===== src/rtl/hazard_scoreboard_if.sv =====
// ID-stage hazard interface: decoded operand/destination info in, forwarding tags and
// stall/bubble control out.
interface hazard_scoreboard_if;
    logic       id_valid;
    logic [4:0] id_rs1;
    logic [4:0] id_rs2;
    logic       id_use_rs1;
    logic       id_use_rs2;
    logic [4:0] id_rd;
    logic       id_regwrite;
    logic       id_memread;
    logic       id_multi;
    logic       flush;
    logic       stall;
    logic       bubble;
    logic [4:0] rdidex;
    logic       rwriteidex;
    logic [4:0] rdexmem;
    logic       rwriteexmem;
    logic [4:0] rdmemwb;
    logic       rwritememwb;
    logic       multi_busy;

    modport master (
        output id_valid, id_rs1, id_rs2, id_use_rs1, id_use_rs2,
               id_rd, id_regwrite, id_memread, id_multi, flush,
        input  stall, bubble, rdidex, rwriteidex, rdexmem, rwriteexmem,
               rdmemwb, rwritememwb, multi_busy
    );

    modport slave (
        input  id_valid, id_rs1, id_rs2, id_use_rs1, id_use_rs2,
               id_rd, id_regwrite, id_memread, id_multi, flush,
        output stall, bubble, rdidex, rwriteidex, rdexmem, rwriteexmem,
               rdmemwb, rwritememwb, multi_busy
    );
endinterface


===== src/rtl/hazard_scoreboard.sv =====
// Tracks destination tags through ID/EX, EX/MEM and MEM/WB and generates load-use and
// multi-cycle EX stall/bubble control.
module hazard_scoreboard #(
    parameter int MULDIV_LAT = 4
) (
    input logic               clk,
    input logic               rst,
    hazard_scoreboard_if.slave hz
);
    localparam int CNT_W = (MULDIV_LAT > 1) ? $clog2(MULDIV_LAT) : 1;
    localparam logic [CNT_W-1:0] CNT_LAST = CNT_W'(MULDIV_LAT - 1);

    typedef struct packed {
        logic [4:0] rd;
        logic       regwrite;
        logic       memread;
        logic       multi;
    } idex_tag_t;

    typedef struct packed {
        logic [4:0] rd;
        logic       regwrite;
    } wb_tag_t;

    idex_tag_t        idex_p0;
    wb_tag_t          exmem_p1;
    wb_tag_t          memwb_p2;
    logic [CNT_W-1:0] cnt;

    logic      ex_hold;
    logic      loaduse;
    logic      rs1_hit;
    logic      rs2_hit;
    idex_tag_t id_tag;

    always_comb begin
        ex_hold = idex_p0.multi && (cnt != CNT_LAST);
        rs1_hit = hz.id_use_rs1 && (hz.id_rs1 == idex_p0.rd);
        rs2_hit = hz.id_use_rs2 && (hz.id_rs2 == idex_p0.rd);
        loaduse = hz.id_valid && idex_p0.memread && idex_p0.regwrite && (rs1_hit || rs2_hit);
        // x0 never carries a live result, so its regwrite is dropped at capture
        id_tag.rd       = hz.id_rd;
        id_tag.regwrite = hz.id_regwrite && (hz.id_rd != 5'd0);
        id_tag.memread  = hz.id_memread;
        id_tag.multi    = hz.id_multi;
    end

    assign hz.stall       = hz.id_valid && !hz.flush && (ex_hold || loaduse);
    assign hz.bubble      = !hz.flush && !ex_hold && loaduse;
    assign hz.multi_busy  = ex_hold;
    assign hz.rdidex      = idex_p0.rd;
    assign hz.rwriteidex  = idex_p0.regwrite;
    assign hz.rdexmem     = exmem_p1.rd;
    assign hz.rwriteexmem = exmem_p1.regwrite;
    assign hz.rdmemwb     = memwb_p2.rd;
    assign hz.rwritememwb = memwb_p2.regwrite;

    always_ff @(posedge clk) begin
        if (rst) begin
            idex_p0  <= '0;
            exmem_p1 <= '0;
            memwb_p2 <= '0;
            cnt      <= '0;
        end else begin
            // ---- EX/MEM -> MEM/WB ----
            memwb_p2 <= exmem_p1;
            // ---- ID/EX -> EX/MEM ----
            if (ex_hold) begin
                cnt      <= cnt + 1'b1;
                exmem_p1 <= '0;
            end else begin
                cnt      <= '0;
                exmem_p1 <= '{rd: idex_p0.rd, regwrite: idex_p0.regwrite};
                // ---- ID -> ID/EX ----
                if (hz.flush || loaduse || !hz.id_valid)
                    idex_p0 <= '0;
                else
                    idex_p0 <= id_tag;
            end
        end
    end
endmodule


===== src/flat_wrapper.sv =====
// flat-port wrapper written by rule: the top's interface ports become plain ports
module hazard_scoreboard_flat 
#(
    parameter int MULDIV_LAT = 4
)
  (clk, rst, hz_id_valid, hz_id_rs1, hz_id_rs2, hz_id_use_rs1, hz_id_use_rs2, hz_id_rd, hz_id_regwrite, hz_id_memread, hz_id_multi, hz_flush, hz_stall, hz_bubble, hz_rdidex, hz_rwriteidex, hz_rdexmem, hz_rwriteexmem, hz_rdmemwb, hz_rwritememwb, hz_multi_busy);
  hazard_scoreboard_if hz_i ();
  input logic clk;
  input logic rst;
  input wire logic [$bits(hz_i.id_valid)-1:0] hz_id_valid;
  input wire logic [$bits(hz_i.id_rs1)-1:0] hz_id_rs1;
  input wire logic [$bits(hz_i.id_rs2)-1:0] hz_id_rs2;
  input wire logic [$bits(hz_i.id_use_rs1)-1:0] hz_id_use_rs1;
  input wire logic [$bits(hz_i.id_use_rs2)-1:0] hz_id_use_rs2;
  input wire logic [$bits(hz_i.id_rd)-1:0] hz_id_rd;
  input wire logic [$bits(hz_i.id_regwrite)-1:0] hz_id_regwrite;
  input wire logic [$bits(hz_i.id_memread)-1:0] hz_id_memread;
  input wire logic [$bits(hz_i.id_multi)-1:0] hz_id_multi;
  input wire logic [$bits(hz_i.flush)-1:0] hz_flush;
  output wire logic [$bits(hz_i.stall)-1:0] hz_stall;
  output wire logic [$bits(hz_i.bubble)-1:0] hz_bubble;
  output wire logic [$bits(hz_i.rdidex)-1:0] hz_rdidex;
  output wire logic [$bits(hz_i.rwriteidex)-1:0] hz_rwriteidex;
  output wire logic [$bits(hz_i.rdexmem)-1:0] hz_rdexmem;
  output wire logic [$bits(hz_i.rwriteexmem)-1:0] hz_rwriteexmem;
  output wire logic [$bits(hz_i.rdmemwb)-1:0] hz_rdmemwb;
  output wire logic [$bits(hz_i.rwritememwb)-1:0] hz_rwritememwb;
  output wire logic [$bits(hz_i.multi_busy)-1:0] hz_multi_busy;
  assign hz_i.id_valid = hz_id_valid;
  assign hz_i.id_rs1 = hz_id_rs1;
  assign hz_i.id_rs2 = hz_id_rs2;
  assign hz_i.id_use_rs1 = hz_id_use_rs1;
  assign hz_i.id_use_rs2 = hz_id_use_rs2;
  assign hz_i.id_rd = hz_id_rd;
  assign hz_i.id_regwrite = hz_id_regwrite;
  assign hz_i.id_memread = hz_id_memread;
  assign hz_i.id_multi = hz_id_multi;
  assign hz_i.flush = hz_flush;
  assign hz_stall = hz_i.stall;
  assign hz_bubble = hz_i.bubble;
  assign hz_rdidex = hz_i.rdidex;
  assign hz_rwriteidex = hz_i.rwriteidex;
  assign hz_rdexmem = hz_i.rdexmem;
  assign hz_rwriteexmem = hz_i.rwriteexmem;
  assign hz_rdmemwb = hz_i.rdmemwb;
  assign hz_rwritememwb = hz_i.rwritememwb;
  assign hz_multi_busy = hz_i.multi_busy;
  hazard_scoreboard #(.MULDIV_LAT(MULDIV_LAT)) u_core (.clk(clk), .rst(rst), .hz(hz_i));
endmodule

===== config.mk =====
export PLATFORM = sky130hd
export DESIGN_NAME = hazard_scoreboard_flat
export DESIGN_NICKNAME = d
export VERILOG_FILES = /design/src/rtl/hazard_scoreboard_if.sv /design/src/rtl/hazard_scoreboard.sv /design/src/flat_wrapper.sv
export SDC_FILE = /design/constraint.sdc
export NUM_CORES = 1
export LEC_CHECK = 0
export CAP_MARGIN = 20
export CELL_PAD_IN_SITES_DETAIL_PLACEMENT = 1
export CELL_PAD_IN_SITES_GLOBAL_PLACEMENT = 2
export CORE_ASPECT_RATIO = 1.2
export CORE_MARGIN = 2
export CORE_UTILIZATION = 21
export CTS_BUF_LIST = sky130_fd_sc_hd__clkbuf_4 sky130_fd_sc_hd__clkbuf_8
export CTS_CLUSTER_DIAMETER = 120
export CTS_CLUSTER_SIZE = 30
export DETAILED_ROUTE_END_ITERATION = 12
export PLACE_DENSITY_LB_ADDON = 0.1
export SYNTH_ARGS = -nofsm -noshare
export SYNTH_HDL_FRONTEND = slang
export SYNTH_SLANG_ARGS = --single-unit
export TNS_END_PERCENT = 5

===== constraint.sdc =====
create_clock -name clk -period 1.9 [get_ports clk]
set_input_delay 0.57 -clock clk [delete_from_list [all_inputs] [get_ports clk]]
set_output_delay 0.57 -clock clk [all_outputs]
set_load 0.005 [all_outputs]

==> flow_metrics.env, run 1 <==
export IMPL_status="complete, but fails checks"
export IMPL_violations="negative setup slack"
export IMPL_syn_nets=104
export IMPL_core_area_um2=3970
export IMPL_synthCells=79
export IMPL_synth_top_area_cell="dfxtp_1"
export IMPL_ff2ff_setup_slack_ns=0.23
export IMPL_worstPathRequired_ns=1.33
export IMPL_report_final_slew_viol_count=0
export IMPL_cts_buffers=3
export IMPL_dp_hpwl_mm=1.87
export IMPL_diodes=0
export IMPL_hold_class="reg -> reg"
export IMPL_cts_sinks=22
export IMPL_clock_skew_ns=0.00480
export IMPL_setup_ws_ns=-0.284
export IMPL_final_core_util=0.403
export IMPL_drv_cap=0
export IMPL_synth_compound_area_frac=0.0894
export IMPL_synth_flop_cell="dfxtp_1"
export IMPL_synthXorXnorAreaFrac=0.0993
export IMPL_slowest_stage="nor4_4"
export IMPL_cts_root_buffer="clkbuf_8"
export IMPL_async_flop_share=0
export IMPL_synthMuxAreaShare=0
export IMPL_antenna_found_initial=0
export IMPL_cts_tree="built"
export IMPL_syn_to_final_growth_pct=81.6
export IMPL_period_needed_ns=2.18
export IMPL_fmax_mhz=458
export IMPL_relSlewSlack=0.689
export IMPL_start_kind="input pin"
export IMPL_wl_met2_mm=1.26
export IMPL_rr_worst_depth=6
export IMPL_grt_pass1_wl_mm=3.84
export IMPL_rsz0062_at_grt="true"
export IMPL_remaining_drc_errors=0
export IMPL_synth_warning_count=0
export IMPL_vdd_drop_max_v=0.000248
export IMPL_first_global_vias=805
export IMPL_cp_slowest_stage_delay_ns=0.26
export IMPL_whs_path_depth=1
export IMPL_die_w_um=63.2
export IMPL_htree_num_levels=1
export IMPL_synth_simple_area_share=0.238
export IMPL_grt_max_degree=13
export IMPL_grt_remaining_overflow=0
export IMPL_dr_pass1_iters=4
export IMPL_synth_adder_area_share=0.0142
export IMPL_tns_ns=-0.538
export IMPL_layout_drive_gt1_share=0.417
export IMPL_hold_path_end="u_core.cnt[0]"
export IMPL_rows=25
export IMPL_syn_area_um2=882
export IMPL_drtIter0Drc=4
export IMPL_wl_met1_um=952
export IMPL_timing_rr_end="u_core.hz.rwriteidex"
export IMPL_path_clk_slew_ns=0.08
export IMPL_synth_seq_cells=22
export IMPL_path_class="in -> out"
export IMPL_grtUsageTotal=0.108
export IMPL_dieArea_um2=4740
export IMPL_crit_fanout=3
export IMPL_synth_seq_area_share=0.499
export IMPL_via_per_inst=3.93
export IMPL_place_port_buffers=44
export IMPL_final_nets=165
export IMPL_clk_latency_ns=0.26
export IMPL_met3WireLength_um=115
export IMPL_post_route_period_util=1.15
export IMPL_hp_start="u_core.cnt[0]"
export IMPL_die_h_um=75.0
export IMPL_avgSynthCellArea_um2=11.2
export IMPL_gp_congestion=0.628
export IMPL_clock_path_buffers=2
export IMPL_initial_core_util=0.222
export IMPL_hold_viol=0
export IMPL_yosys_top_cells_area="dfxtp_1, xnor2_1, and2_1, buf_4, nor2b_1"
export IMPL_synth_edff_count=0
export IMPL_power_uw=955
export IMPL_antenna_left=0
export IMPL_synth_cell_types=26
export IMPL_ioPinCount=45
export IMPL_r2r_start="u_core.hz.rdidex[0]"
export IMPL_cp_end_kind="primary output"
export IMPL_worst_pin_slew_ns=0.465
export IMPL_top_layer_used="met4"
export IMPL_vias=759
export IMPL_crit_chain="clkdlybuf4s15_1, xor2_2, nor4_4, nor2_2, nor3_1, buf_2"
export IMPL_wl_mm=2.36
export IMPL_setup_violations=2
export IMPL_synth_top_family_by_area="simple AND/OR/NAND/NOR gates"
export IMPL_leakagePower_uw=0.000659
export IMPL_arrival_ns=1.61
export IMPL_wl_per_cell_um=12.2
export IMPL_power_density_nw_per_um2=596
export IMPL_synth_top_cell_area_share=0.499
[cell type report]
class / count / area [um^2]
sequential: 22 / 453
inverter: 1 / 3.75
tap: 54 / 67.6
clock buffer: 4 / 55.1
multi-input combinational: 50 / 482
timing repair buffer: 62 / 541
fill: 469 / 2370
[kinds of logic (layout without fill, tap and decap cells)]
group / after synthesis / in the layout
adder cells (fa/ha/maj): 1 / 1
AO/OA/AOI/OAI: 9 / 9
buffers and inverters: 7 / 67
AND/OR/NAND/NOR: 30 / 30
flip-flops: 22 / 22
XOR/XNOR: 10 / 10
[registers in the layout, summed over array words and instances, names as in the netlist]
signal	cells
u_core.hz.rwriteexmem	1
u_core.hz.rdidex	5
u_core.hz.rdmemwb	5
u_core.cnt	2
u_core.hz.rwritememwb	1
u_core.hz.rwriteidex	1
u_core.hz.rdexmem	5
u_core.idex_p0	2
[worst max-delay path by stage]
stage,startpoint,endpoint,cells after the start
global placement,hz_id_valid,hz_bubble,6
floorplan,hz_id_valid,hz_bubble,4
detailed placement,hz_id_rs2[3],hz_stall,7
finish,hz_id_rs1[0],hz_bubble,6
CTS,hz_id_rs2[2],hz_bubble,7
global route,hz_id_valid,hz_bubble,6
[cells in the final DEF, fill, tap and decap left out, types with 3 or more instances in the layout]
cell type        Yosys  final
nor3_1               3      3
buf_6                1      3
and2_1               6      6
clkbuf_8             0      4
a22o_2               3      3
buf_2                0      5
dlygate4sd2_1        0      3
nor2b_1              6      6
clkdlybuf4s50_1      0     27
clkdlybuf4s15_1      0      4
buf_4                5     18
dfxtp_1             22     16
xnor2_1              6      3
xnor2_2              0      3
xor2_2               0      4
dfxtp_2              0      4
a22o_1               3      3
[worst max-delay path: cells and delay by family]
family        cells  cell delay (ns)
simple gates      3             0.49
buf+inv           2             0.36
xor+xnor          1             0.18
[metal layers]
layer / track usage / up-vias
met5: 0 / -
met3: 0.0194 / 4
met4: 0.0444 / 0
met1: 0.122 / 344
met2: 0.202 / 28
li1: - / 383
[power breakdown]
part | switching [uW] | internal, uW
Clock | 149 | 184
Sequential | 8.93 | 470
Combinational | 52.2 | 90.8
[cells in the mapped netlist (2+ instances only)]
| cell type | instances |
|---|---|
| nor2_1 | 3 |
| nor4_2 | 2 |
| nand4_1 | 2 |
| dfxtp_1 | 22 |
| xor2_1 | 4 |
| xnor2_1 | 6 |
| buf_4 | 5 |
| nor2b_1 | 6 |
| a22o_1 | 3 |
| and2_1 | 6 |
| nor3_1 | 3 |
| a22o_2 | 3 |
[per-stage QoR]
step                      instances  cell area, um^2  hold WS (ns)  setup slack (ns)
after floorplan                  79              882         0.407           -0.0579
after global placement          187             1460         0.412             -1.13
after detailed placement        187             1460         0.444             -1.15
after CTS                       191             1570         0.456            -0.484
after global routing            193             1600         0.453            -0.410
final                           193             1600         0.421            -0.284
[timing repair]
item                                    in CTS  in global routing
hold buffers                                 0                  0
gates resized for setup                     60                 14
pin swaps                                   16                  7
buffers inserted                             0                  2
endpoints found under the setup margin      12                  4
Note: power is estimated with default switching activity, not from simulation.
==> run 2, diff against run 1 <==
--- a/config.mk
+++ b/config.mk
@@ -10,12 +10,13 @@
 export CELL_PAD_IN_SITES_GLOBAL_PLACEMENT = 2
 export CORE_ASPECT_RATIO = 1.2
 export CORE_MARGIN = 2
-export CORE_UTILIZATION = 21
+export CORE_UTILIZATION = 23
 export CTS_BUF_LIST = sky130_fd_sc_hd__clkbuf_4 sky130_fd_sc_hd__clkbuf_8
 export CTS_CLUSTER_DIAMETER = 120
 export CTS_CLUSTER_SIZE = 30
 export DETAILED_ROUTE_END_ITERATION = 12
-export PLACE_DENSITY_LB_ADDON = 0.1
+export PLACE_DENSITY = 0.88
+export SKIP_CTS_REPAIR_TIMING = 1
 export SYNTH_ARGS = -nofsm -noshare
 export SYNTH_HDL_FRONTEND = slang
 export SYNTH_SLANG_ARGS = --single-unit
==> constraint.sdc (replaced) <==
create_clock -name clk -period 2.5 [get_ports clk]
set_input_delay 0.75 -clock clk [delete_from_list [all_inputs] [get_ports clk]]
set_output_delay 0.75 -clock clk [all_outputs]
set_load 0.005 [all_outputs]
==> run 2 against run 1 <==
Clock skew increased by 0.0011 ns. Core utilization up 2.0 points. Clock power decreased by 23%. Routed wire length rose by 6.4%. Global-route usage up 0.64 points. The flow still finishes with violations (negative setup slack). Final cell count down 3.1%. Count of clock-buffer cells in the layout unchanged. Highest routed layer unchanged. Power down 24%. Register-to-register slack gained 0.26 ns. Final area decreased by 3.1%.
==> flow_metrics.env, run 2 (synthesized netlist as in run 1, its figures left out) <==
export IMPL_status="complete, but fails checks"
export IMPL_violations="negative setup slack"
export IMPL_cts_tree="built"
export IMPL_dieArea_um2=4350
export IMPL_tns_ns=-0.426
export IMPL_relSlewSlack=0.763
export IMPL_remaining_drc_errors=0
export IMPL_grt_max_degree=13
export IMPL_htree_num_levels=1
export IMPL_vias=771
export IMPL_place_port_buffers=44
export IMPL_fmax_mhz=367
export IMPL_crit_chain="clkbuf_2, xnor2_1, nand4_1, nor4_4, nor2_4, nor3_2, buf_2"
export IMPL_report_final_slew_viol_count=0
export IMPL_cts_root_buffer="clkbuf_8"
export IMPL_final_nets=161
export IMPL_wl_per_cell_um=13.4
export IMPL_leakagePower_uw=0.000686
export IMPL_die_h_um=71.8
export IMPL_first_global_vias=806
export IMPL_setup_violations=2
export IMPL_via_per_inst=4.12
export IMPL_power_density_nw_per_um2=466
export IMPL_syn_to_final_growth_pct=75.9
export IMPL_ioPinCount=45
export IMPL_dr_pass1_iters=4
export IMPL_period_needed_ns=2.73
export IMPL_grtUsageTotal=0.114
export IMPL_cts_buffers=3
export IMPL_slowest_stage="nor4_4"
export IMPL_vdd_drop_max_v=0.000148
export IMPL_drv_cap=0
export IMPL_core_area_um2=3660
export IMPL_post_route_period_util=1.09
export IMPL_clk_latency_ns=0.27
export IMPL_setup_ws_ns=-0.227
export IMPL_cts_sinks=22
export IMPL_cp_slowest_stage_delay_ns=0.41
export IMPL_hold_viol=0
export IMPL_hold_class="reg -> reg"
export IMPL_dp_slack_ns=-0.879
export IMPL_final_cell_mix="clkdlybuf4s50_1, dfxtp_1, buf_4"
export IMPL_die_w_um=60.5
export IMPL_grt_remaining_overflow=0
export IMPL_dp_hpwl_mm=2.02
export IMPL_cp_end_kind="primary output"
export IMPL_fin_hold_ws_ns=0.448
export IMPL_path_clk_slew_ns=0.08
export IMPL_wl_mm=2.51
export IMPL_antenna_found_initial=0
export IMPL_crit_fanout=3
export IMPL_final_common_cell="clkdlybuf4s50_1"
export IMPL_worst_pin_slew_ns=0.355
export IMPL_power_uw=722
export IMPL_diodes=0
export IMPL_rows=24
export IMPL_layout_drive_gt1_share=0.319
export IMPL_path_class="in -> out"
export IMPL_clock_path_buffers=2
export IMPL_worstPathRequired_ns=1.75
export IMPL_start_kind="input pin"
export IMPL_antenna_left=0
export IMPL_rsz0062_at_grt="true"
export IMPL_clock_skew_ns=0.00592
export IMPL_arrival_ns=1.98
export IMPL_grt_pass1_wl_mm=3.73
export IMPL_gp_congestion=0.775
export IMPL_initial_core_util=0.241
export IMPL_drtIter0Drc=6
run 2: path summary, 6_finish.rpt:
| path | startpoint | end | slack [ns] | depth (start not counted) |
|---|---|---|---|---|
| max reg2reg | u_core.hz.rdidex[2] | u_core.hz.rwriteidex | 0.49 | 8 |
| min | u_core.cnt[0] | u_core.cnt[0] | 0.45 | 1 |
| min reg2reg | u_core.cnt[0] | u_core.cnt[0] | 0.45 | 1 |
| max | hz_id_rs2[1] | hz_bubble | -0.23 | 7 |
run 2: report_power, final:
part	internal, uW	total (uW)	leakage, uW	switching (uW)
logic	66.2	102	0.000479	36.2
registers	358	365	0.000178	6.81
clock network	141	255	0.0000288	115
total	565	722	0.000686	158
run 2: cell type report:
class	count	area [um^2]
Fill cell	414	2110
Clock buffer	4	55.1
Multi-Input combinational cell	50	445
Timing Repair Buffer	58	542
Sequential cell	22	440
Inverter	1	3.75
Tap cell	52	65.1
run 2: per-stage QoR:
step	util	cell area (um^2)	std cells
6_report	0.423	1550	187
5_1_grt	0.423	1550	187
4_1_cts	0.405	1480	185
3_5_place_dp	0.390	1430	181
3_3_place_gp	0.390	1430	181
2_1_floorplan	-	882	79
run 2: metal layers:
layer,global-route usage,share of wire
met5,0,0
met4,0.0290,0.029
met3,0.0253,0.063
met2,0.216,0.53
met1,0.124,0.38
run 2: worst max-delay path, delay by kind of cell:
family,cells,cell delay [ns]
xor+xnor,1,0.16
simple gates,4,0.85
buf+inv,2,0.23
==> run 3, diff against run 2 <==
--- a/config.mk
+++ b/config.mk
@@ -13,7 +13,7 @@
 export CORE_UTILIZATION = 23
 export CTS_BUF_LIST = sky130_fd_sc_hd__clkbuf_4 sky130_fd_sc_hd__clkbuf_8
 export CTS_CLUSTER_DIAMETER = 120
-export CTS_CLUSTER_SIZE = 30
+export CTS_CLUSTER_SIZE = 20
 export DETAILED_ROUTE_END_ITERATION = 12
 export PLACE_DENSITY = 0.88
 export SKIP_CTS_REPAIR_TIMING = 1
==> results of run 3 <==
No change in the layout: final DEF, timing and power equal those of run 2.
